[config.mk]
export PLATFORM = sky130hd
export DESIGN_NAME = alu_pipe_hs
export DESIGN_NICKNAME = d
export VERILOG_FILES = /design/src/rtl/alu_pipe_hs.sv
export SDC_FILE = /design/constraint.sdc
export NUM_CORES = 1
export LEC_CHECK = 0
export CORE_MARGIN = 1.5
export CORE_UTILIZATION = 39
export DETAILED_ROUTE_END_ITERATION = 8
export GPL_TIMING_DRIVEN = 0
export SYNTH_ARGS = -nofsm -noshare
export SYNTH_HDL_FRONTEND = slang
export SYNTH_SLANG_ARGS = --single-unit
[constraint.sdc]
create_clock -name clk -period 8.45 [get_ports clk]
set_clock_uncertainty 0.05 [all_clocks]
set_input_delay 1.69 -clock clk [delete_from_list [all_inputs] [get_ports clk]]
set_output_delay 1.69 -clock clk [all_outputs]
set_load 0.05 [all_outputs]
[src/rtl/alu_pipe_hs.sv]
// alu_pipe_hs: parametrised ALU with a registered result/flag stage and
// valid/ready handshakes on the operand and result sides. Single-cycle ops
// stream at one result per cycle, including the same-edge drain+accept case.
// Optional feature macro: ALU_PIPE_MUL_EN
//   defined   -> opcode 1010 runs an iterative shift-add multiplier (WIDTH cycles)
//   undefined -> opcode 1010 is reported as illegal, no busy state exists
module alu_pipe_hs #(
  parameter int WIDTH = 32
) (
  input  logic             clk,
  input  logic             reset,
  input  logic             in_valid,
  output logic             in_ready,
  input  logic [WIDTH-1:0] op_a,
  input  logic [WIDTH-1:0] op_b,
  input  logic [3:0]       alu_ctrl,
  output logic             out_valid,
  input  logic             out_ready,
  output logic [WIDTH-1:0] result,
  output logic             flag_zero,
  output logic             flag_neg,
  output logic             flag_carry,
  output logic             flag_ovf,
  output logic             illegal_op
);

  localparam int SHW = $clog2(WIDTH);

  localparam logic [3:0] OP_ADD  = 4'b0000;
  localparam logic [3:0] OP_SUB  = 4'b0001;
  localparam logic [3:0] OP_AND  = 4'b0010;
  localparam logic [3:0] OP_OR   = 4'b0011;
  localparam logic [3:0] OP_XOR  = 4'b0100;
  localparam logic [3:0] OP_SLL  = 4'b0101;
  localparam logic [3:0] OP_SRL  = 4'b0110;
  localparam logic [3:0] OP_SLT  = 4'b0111;
  localparam logic [3:0] OP_SRA  = 4'b1000;
  localparam logic [3:0] OP_SLTU = 4'b1001;
`ifdef ALU_PIPE_MUL_EN
  localparam logic [3:0] OP_MUL  = 4'b1010;
`endif

  // Add/subtract one bit wider so the top bit is carry-out / borrow.
  logic [WIDTH:0]   sum_w;
  logic [WIDTH:0]   diff_w;
  logic [SHW-1:0]   shamt;

  logic [WIDTH-1:0] alu_res;
  logic             alu_carry;
  logic             alu_ovf;
  logic             alu_illegal;
  logic             alu_is_mul;

  logic             accept;
  logic             mul_done;
  logic [WIDTH-1:0] mul_res;

  assign sum_w  = {1'b0, op_a} + {1'b0, op_b};
  assign diff_w = {1'b0, op_a} - {1'b0, op_b};
  assign shamt  = op_b[SHW-1:0];
  assign accept = in_valid && in_ready;

  // Single-cycle datapath: decode opcode into result, carry, overflow, illegal.
  // NOTE: every output of a combinational block gets a default before the case,
  // otherwise unlisted paths would hold their value and infer latches.
  always_comb begin
    alu_res     = '0;
    alu_carry   = 1'b0;
    alu_ovf     = 1'b0;
    alu_illegal = 1'b0;
    alu_is_mul  = 1'b0;
    case (alu_ctrl)
      OP_ADD: begin
        alu_res   = sum_w[WIDTH-1:0];
        alu_carry = sum_w[WIDTH];
        alu_ovf   = (op_a[WIDTH-1] == op_b[WIDTH-1]) &&
                    (sum_w[WIDTH-1] != op_a[WIDTH-1]);
      end
      OP_SUB: begin
        alu_res   = diff_w[WIDTH-1:0];
        alu_carry = diff_w[WIDTH];
        alu_ovf   = (op_a[WIDTH-1] == ~op_b[WIDTH-1]) &&
                    (diff_w[WIDTH-1] != op_a[WIDTH-1]);
      end
      OP_AND:  alu_res = op_a & op_b;
      OP_OR:   alu_res = op_a | op_b;
      OP_XOR:  alu_res = op_a ^ op_b;
      OP_SLL:  alu_res = op_a << shamt;
      OP_SRL:  alu_res = op_a >> shamt;
      OP_SRA:  alu_res = $unsigned($signed(op_a) >>> shamt);
      OP_SLT:  alu_res = {{(WIDTH-1){1'b0}}, $signed(op_a) < $signed(op_b)};
      OP_SLTU: alu_res = {{(WIDTH-1){1'b0}}, op_a < op_b};
`ifdef ALU_PIPE_MUL_EN
      OP_MUL:  alu_is_mul = 1'b1;
`endif
      default: alu_illegal = 1'b1;
    endcase
  end

`ifdef ALU_PIPE_MUL_EN
  typedef enum logic {
    S_IDLE,
    S_MUL
  } state_e;

  localparam logic [SHW-1:0] CNT_LAST = SHW'(WIDTH - 1);

  state_e           state_q;
  state_e           state_d;
  logic [SHW-1:0]   cnt_q;
  logic [WIDTH-1:0] mcand_q;
  logic [WIDTH-1:0] mplier_q;
  logic [WIDTH-1:0] acc_q;
  logic [WIDTH-1:0] acc_step;
  logic             mul_start;

  // A MUL can only start from IDLE with the output register free or draining,
  // which is exactly when in_ready is high there.
  assign in_ready  = (state_q == S_IDLE) && (!out_valid || out_ready);
  assign mul_start = accept && alu_is_mul;
  // Only the low WIDTH bits of the product are kept, so the multiplicand can
  // simply shift left and drop its top bits.
  assign acc_step  = acc_q + (mplier_q[0] ? mcand_q : '0);
  assign mul_res   = acc_step;

  // FSM state register.
  // NOTE: sequential state is written with non-blocking assignments so every
  // register samples pre-edge values regardless of block ordering.
  always_ff @(posedge clk) begin
    if (reset) state_q <= S_IDLE;
    else       state_q <= state_d;
  end

  // Next-state logic and the completion strobe on the final step.
  always_comb begin
    state_d  = state_q;
    mul_done = 1'b0;
    case (state_q)
      S_IDLE: if (mul_start) state_d = S_MUL;
      S_MUL: begin
        if (cnt_q == CNT_LAST) begin
          mul_done = 1'b1;
          state_d  = S_IDLE;
        end
      end
    endcase
  end

  // Shift-add iteration: one partial product folded in per cycle.
  // NOTE: the partial-product registers are reset as well, so an aborted
  // multiply never leaves stale state behind for the next one.
  always_ff @(posedge clk) begin
    if (reset) begin
      cnt_q    <= '0;
      mcand_q  <= '0;
      mplier_q <= '0;
      acc_q    <= '0;
    end else if (mul_start) begin
      cnt_q    <= '0;
      mcand_q  <= op_a;
      mplier_q <= op_b;
      acc_q    <= '0;
    end else if (state_q == S_MUL) begin
      cnt_q    <= cnt_q + 1'b1;
      mcand_q  <= mcand_q << 1;
      mplier_q <= mplier_q >> 1;
      acc_q    <= acc_step;
    end
  end
`else
  // No internal busy state: readiness depends only on the output register.
  assign in_ready = !out_valid || out_ready;
  assign mul_done = 1'b0;
  assign mul_res  = '0;
`endif

  // Output register: load on accept (or MUL completion), clear valid on drain.
  // A drain and an accept on the same edge simply reload, keeping out_valid high.
  always_ff @(posedge clk) begin
    if (reset) begin
      out_valid  <= 1'b0;
      result     <= '0;
      flag_zero  <= 1'b0;
      flag_neg   <= 1'b0;
      flag_carry <= 1'b0;
      flag_ovf   <= 1'b0;
      illegal_op <= 1'b0;
    end else if (accept && !alu_is_mul) begin
      out_valid  <= 1'b1;
      result     <= alu_res;
      flag_zero  <= (alu_res == '0);
      flag_neg   <= alu_res[WIDTH-1];
      flag_carry <= alu_carry;
      flag_ovf   <= alu_ovf;
      illegal_op <= alu_illegal;
    end else if (mul_done) begin
      out_valid  <= 1'b1;
      result     <= mul_res;
      flag_zero  <= (mul_res == '0);
      flag_neg   <= mul_res[WIDTH-1];
      flag_carry <= 1'b0;
      flag_ovf   <= 1'b0;
      illegal_op <= 1'b0;
    end else if (out_valid && out_ready) begin
      out_valid  <= 1'b0;
    end
  end

endmodule

==> impl_metrics.py, run 1 <==
metrics = {
    "outcome": {
        "status": "complete, no violations",
    },
    "logic_synthesis": {
        "synth_edf_count": 0,
        "synth_area_leaders": "ha_1, mux4_2, dfxtp_1",
        "yosysUniqueCellTypes": 91,
        "async_reset_ff_share_pct": 0,
        "ys_seq_area_share_pct": 6.568,
        "synth_top_cell_by_area": "ha_1",
        "synth_seq_cells": 37,
        "netlist_area_sq_um": 11280,
        "synth_fp_nets": 1770,
        "synth_ff_type": "dfxtp_1",
        "synth.most_common_cell": "nor2_1",
        "netlist_instances": 1595,
        "synth_commonest_cells": "nor2_1, nand2_1, a21oi_1",
        "avgSynthCellArea_sq_um": 7.071,
        "synth.top_cell.area_share_pct": 11.20,
        "ys_warn_count": 0,
    },
    "clock_network": {
        "clock-root-buffer": "clkbuf_16",
        "cts_buffers": 5,
        "insertion_delay_ns": 0.29,
        "hold_buffers": 0,
        "clk_pin_slew_ns": 0.06,
        "cts_tree": "yes",
        "clockBufferDepth": 2,
        "h-tree-depth": 2,
        "clkSinkCount": 37,
    },
    "drt": {
        "wl_per_cell_um": 32.70,
        "drt-total-wl_mm": 68.66,
        "drc": 0,
        "first_pass_iters": 8,
        "vias": 14720,
        "drtIter0Drc": 2084,
        "viasPerCell": 7.009,
        "final_antenna_net_count": 0,
    },
    "placed_design": {
        "gp_routability_congestion": 1.050,
        "numPortBuffers": 109,
        "dp_hpwl_mm": 56.35,
    },
    "floorplanning": {
        "die_x_um": 173.1,
        "rows": 62,
        "die_area_sq_um": 29950,
        "pin_count": 111,
        "core_area_sq_um": 28550,
        "die_y_um": 173.1,
        "start_util_pct": 39.51,
    },
    "sta": {
        "relSlewSlack_pct": 5.699,
        "hold_ws_ns": 0.3983,
        "rsz0062_at_grt": "no",
        "timing.fmax_ghz": 0.1206,
        "tightestPinTransition_ns": 1.411,
        "hold_viol": 0,
        "drv_slew": 0,
        "fin_crit_ns": 8.295,
        "setup_viol": 0,
        "tns_ns": 0,
        "period_share_pct": 98.16,
    },
    "worst_setup_path": {
        "crit_arrival_ns": 8.45,
        "end_kind": "flop",
        "cp-startpoint": "op_b[1]",
        "cp_max_fo": 12,
        "slowest_stage": "a211oi_1",
        "max_stage_delay_ns": 1.13,
        "crit_chain": "clkdlybuf4s50_1, inv_1, buf_2, clkbuf_1, buf_1, fa_1, nor2b_1, o221ai_1, a211oi_1, o21ai_1, o21ai_0, o221ai_1, a221oi_1, nand4_1, nor4_1, nand4_1, o41ai_2",
        "path_class": "in -> reg",
        "worstPathRequired_ns": 8.60,
        "rr_startpoint": "out_valid$_SDFFE_PP0P_",
        "critPathLaunchType": "input port",
    },
    "global_route": {
        "grt_max_degree": 13,
        "grt_pass1_vias": 13730,
        "grtUsageMet2_pct": 71.37,
        "grt.total_usage_pct": 44.36,
        "grt_most_used_layer": "met2",
        "antenna_found_initial": 2,
        "met1_usage_pct": 56.30,
        "grt_pass1_wl_mm": 97.80,
        "grt.met3_usage_pct": 8.641,
        "overflow": 0,
    },
    "worst_hold_path": {
        "hold_class": "reg -> reg",
        "hold_path_startpoint": "illegal_op$_SDFFE_PP0P_",
    },
    "power": {
        "power_mw": 1.315,
        "vdd_drop_max_v": 0.00005924,
        "power_density_nw_per_um2": 100.8,
        "p_leak_nw": 5.071,
    },
    "finish": {
        "multiInputGateArea_sq_um": 9625,
        "register_area_sq_um": 740.7,
        "antenna_cells": 0,
        "post-route-util_pct": 45.70,
        "fillers": 3073,
        "fin_nets": 1890,
        "syn2layout_area_growth_pct": 15.66,
        "drive_above_1_share_pct": 7.517,
    },
    "run": {
        "maxCapViolCount": 0,
    },
}
==> layout make-up <==
type	instances	share of cell area, %
timing repair buffer	113	8.594
clock inverter	2	0.07673
buffer	126	4.259
inverter	102	2.935
tap	384	3.683
multi-input combinational	1330	73.79
sequential	37	5.678
clock buffer	6	0.9879
==> layout by cell type, fill, tap and decap left out, types with 24 or more instances in the layout <==
master / n
nor2_1: 165
o211ai_1: 32
buf_2: 24
clkdlybuf4s50_1: 109
nand2_1: 159
a211oi_1: 55
mux4_2: 43
a21oi_1: 123
mux2i_1: 68
clkbuf_1: 80
nor3_1: 45
dfxtp_1: 37
inv_1: 96
nand3_1: 31
o21ai_0: 76
a31oi_1: 26
ha_1: 101
nand4_1: 24
==> path summary, 6_finish.rpt <==
check	endpoint	slack, ns	cells past startpoint
worst max-delay path	flag_zero$_SDFFE_PP0P_	0.16	17
worst min-delay path	illegal_op$_SDFFE_PP0P_	0.40	2
worst max register to register	flag_zero$_SDFFE_PP0P_	4.22	11
worst min register to register	illegal_op$_SDFFE_PP0P_	0.40	2
==> critical path: cells and delay by family <==
family | cells | cell delay, ns
AND/OR/NAND/NOR | 4 | 0.92
adder cells (fa/ha/maj) | 1 | 0.33
buffers and inverters | 5 | 2.55
AO/OA/AOI/OAI | 7 | 2.93
==> per-stage QoR <==
stage,setup WS [ns],std cells,cell area [sq um]
6_report,0.1553,2100,13050
3_3_place_gp,0.01554,2088,12850
5_1_grt,0.001100,2100,13050
2_1_floorplan,2.942,1595,11280
4_1_cts,0.3611,2100,13040
3_5_place_dp,0.08968,2092,12900
==> cells by family after synthesis <==
logic type | count (synthesis) | synth area share (%)
AOI/OAI and AO/OA | 547 | 33.54
and+or+nand+nor | 539 | 22.62
buffers and inverters | 228 | 8.320
muxes | 130 | 16.54
adders and majority gates | 103 | 11.56
DFF | 37 | 6.568
xor gates and xnor gates | 11 | 0.8543
==> flip-flops by register name, indices dropped and copies added, names as in the netlist <==
register / flops
flag_carry: 1
flag_zero: 1
result: 32
flag_ovf: 1
out_valid: 1
illegal_op: 1
==> metal layers <==
layer | vias to the layer above | share of wire [%]
met5 | - | 0.023
met1 | 7045 | 39
met2 | 1136 | 44
met3 | 231 | 11
li1 | 6305 | -
met4 | 2 | 6.0
==> timing repair <==
action,CTS,global route
gates resized for setup,0,1
setup buffers,0,0
endpoints found under the setup margin,0,1
hold endpoints to repair,0,0
==> power by group <==
part / total [mW] / switching [mW] / internal (mW)
registers: 0.196 / 0.00704 / 0.189
logic: 0.937 / 0.634 / 0.303
clock network: 0.182 / 0.0738 / 0.108
total: 1.31 / 0.714 / 0.601
Power figures use the tool's default switching activity.
==> inputs of run 2 (changes only) <==
--- a/config.mk
+++ b/config.mk
@@ -9,6 +9,8 @@
 export CORE_UTILIZATION = 39
 export DETAILED_ROUTE_END_ITERATION = 8
 export GPL_TIMING_DRIVEN = 0
+export REMOVE_ABC_BUFFERS = 1
+export SLEW_MARGIN = 0
 export SYNTH_ARGS = -nofsm -noshare
 export SYNTH_HDL_FRONTEND = slang
 export SYNTH_SLANG_ARGS = --single-unit
==> run 2 against run 1 <==
Register-to-register slack got worse by 0.75 ns. Combinational power fell by 8.0%. Non-clock buffer count fell by 116. Final cell count shrank 5.5%. First-iteration DRC count decreased by 4.5%. Critical path depth down 3. Design area is 2.6% lower. Routed wire length down 19%. Clock power up 49%. Largest cell class unchanged. Worst setup slack better by 0.33 ns. Flip-flop and latch count is the same.
==> impl_metrics.py, run 2 (synthesized netlist as in run 1, its figures left out) <==
metrics = {
    "outcome": {
        "status": "complete, no violations",
    },
    "finish": {
        "fin_nets": 1774,
        "largest_reg_flops": 32,
        "fillers": 3078,
        "layout_commonest_cell": "nor2_1",
        "regMostFlops": "result",
        "final_cell_mix": "nor2_1, nand2_1, a21oi_1",
        "antenna_cells": 0,
        "drive_above_1_share_pct": 7.375,
        "fin_cells": 1984,
        "post-route-util_pct": 44.49,
        "syn2layout_area_growth_pct": 12.61,
    },
    "sta": {
        "period_share_pct": 94.20,
        "drv_slew": 0,
        "relSlewSlack_pct": 1.672,
        "tightestPinTransition_ns": 1.465,
        "rsz0062_at_grt": "no",
        "setup_viol": 0,
        "fin_crit_ns": 7.960,
        "hold_viol": 0,
        "timing.fmax_ghz": 0.1256,
    },
    "run": {
        "maxCapViolCount": 0,
    },
    "clock_network": {
        "hold_buffers": 0,
        "cts_tree": "yes",
        "clkSinkCount": 37,
        "cts_buffers": 5,
        "post_cts_resize_count": 0,
        "clock-root-buffer": "clkbuf_16",
        "clockBufferDepth": 2,
        "h-tree-depth": 2,
        "insertion_delay_ns": 0.30,
        "clk_pin_slew_ns": 0.07,
        "post-cts-setup-buffers": 0,
    },
    "worst_setup_path": {
        "reg2reg_slack_ns": 3.47,
        "worstPathRequired_ns": 8.62,
        "slowest_stage": "clkinv_1",
        "cp-startpoint": "op_b[4]",
        "crit_chain": "buf_2, clkinv_1, ha_1, inv_1, o221ai_1, a211oi_1, o21ai_1, o21ai_0, o221ai_1, a221oi_1, nand4_1, nor4_1, nand4_1, o41ai_2",
        "reg2reg_to": "flag_zero$_SDFFE_PP0P_",
        "path_class": "in -> reg",
        "rr_startpoint": "out_valid$_SDFFE_PP0P_",
        "cp_max_fo": 33,
        "critPathLaunchType": "input port",
        "crit_arrival_ns": 8.13,
        "max_stage_delay_ns": 0.98,
        "r2r_cells": 11,
        "end_kind": "flop",
    },
    "drt": {
        "drtIter0Drc": 1991,
        "drc": 0,
        "first_pass_iters": 8,
        "wl_per_cell_um": 27.89,
        "vias": 13620,
        "viasPerCell": 6.865,
        "drt-total-wl_mm": 55.33,
        "final_antenna_net_count": 0,
    },
    "worst_hold_path": {
        "hold_path_startpoint": "illegal_op$_SDFFE_PP0P_",
        "hold_class": "reg -> reg",
        "holdPathStages": 2,
        "hold_end": "illegal_op$_SDFFE_PP0P_",
    },
    "global_route": {
        "grt_max_degree": 64,
        "overflow": 0,
        "grt_pass1_vias": 12630,
        "grt_pass1_wl_mm": 82.34,
        "grt.total_usage_pct": 36.01,
        "antenna_found_initial": 0,
    },
    "power": {
        "p_leak_nw": 4.929,
        "vdd_drop_max_v": 0.00007584,
        "power_density_nw_per_um2": 104.6,
    },
    "placed_design": {
        "numPortBuffers": 110,
        "dp_hpwl_mm": 42.86,
        "gp_routability_congestion": 1.087,
        "dp.cells": 1976,
    },
    "floorplanning": {
        "die_y_um": 173.1,
        "die_area_sq_um": 29950,
        "rows": 62,
        "start_util_pct": 39.51,
        "die_x_um": 173.1,
        "core_area_sq_um": 28550,
        "pin_count": 111,
    },
}
-- run 2: changes by cell type in the layout (fill, tap and decap cells not counted), sizes merged --
cell,previous run,this run
clkbuf,85,5
inv,101,102
clkdlybuf4s50,109,103
buf,51,20
clkinv,3,1
bufinv,0,2
-- run 2: critical path, delay by kind of cell --
kind / cells / cell delay (ns)
AO/OA/AOI/OAI: 7 / 2.75
buffers and inverters: 3 / 1.73
adder cells (fa/ha/maj): 1 / 0.83
AND/OR/NAND/NOR: 3 / 1.11
-- run 2: how the worst max path moves through the flow --
stage | endpoint | slack [ns] | depth (start not counted)
global route | flag_zero$_SDFFE_PP0P_ | 0.41 | 14
CTS | flag_zero$_SDFFE_PP0P_ | 0.87 | 14
finish | flag_zero$_SDFFE_PP0P_ | 0.49 | 14
global placement | flag_zero$_SDFFE_PP0P_ | -2.20 | 14
detailed placement | flag_zero$_SDFFE_PP0P_ | 0.55 | 14
floorplan | flag_zero$_SDFFE_PP0P_ | 2.80 | 13
-- run 2: layout make-up --
cell class	instances	area, sq um	area share (%)
flip-flops and latches	37	740.7	5.832
multi-input cells	1330	9635	75.86
clock buffers	5	125.1	0.9851
well taps	384	480.5	3.783
repair buffers	123	1267	9.979
inverters	102	382.9	3.014
clock inverters	3	68.82	0.5418
-- run 2: report_power, final --
part / switching [mW] / leakage, nW / internal, mW
sequential: 0.00662 / 0.306 / 0.189
combinational: 0.566 / 4.53 / 0.296
clock: 0.100 / 0.0944 / 0.171
total: 0.673 / 4.93 / 0.656
-- run 2: per-stage QoR --
stage	area [sq um]	worst slack, ns	hold slack [ns]	setup TNS, ns	power [mW]
after global routing	12700	0.4102	0.4340	0	1.386
final	12700	0.4900	0.4192	0	1.329
after CTS	12700	0.8696	0.4201	0	1.305
after floorplan	10720	2.796	0.6205	0	0.7075
after detailed placement	12510	0.5453	0.4095	0	1.030
after global placement	12300	-2.201	0.3982	-24.92	1.030
-- run 2: routing by layer --
layer | share of wire (%) | wire, um | up-vias | global-route usage (%)
met5 | 0 | 0 | - | 0
met4 | 3.9 | 2181 | 0 | 13.12
met1 | 42 | 23460 | 6614 | 50.64
met3 | 10 | 5508 | 113 | 5.233
li1 | - | - | 6064 | -
met2 | 44 | 24180 | 830 | 55.76
==> inputs of run 3 (changes only) <==
--- a/config.mk
+++ b/config.mk
@@ -14,3 +14,4 @@
 export SYNTH_ARGS = -nofsm -noshare
 export SYNTH_HDL_FRONTEND = slang
 export SYNTH_SLANG_ARGS = --single-unit
+export TNS_END_PERCENT = 10
==> results of run 3 <==
No change in the layout: final DEF, timing and power equal those of run 2.
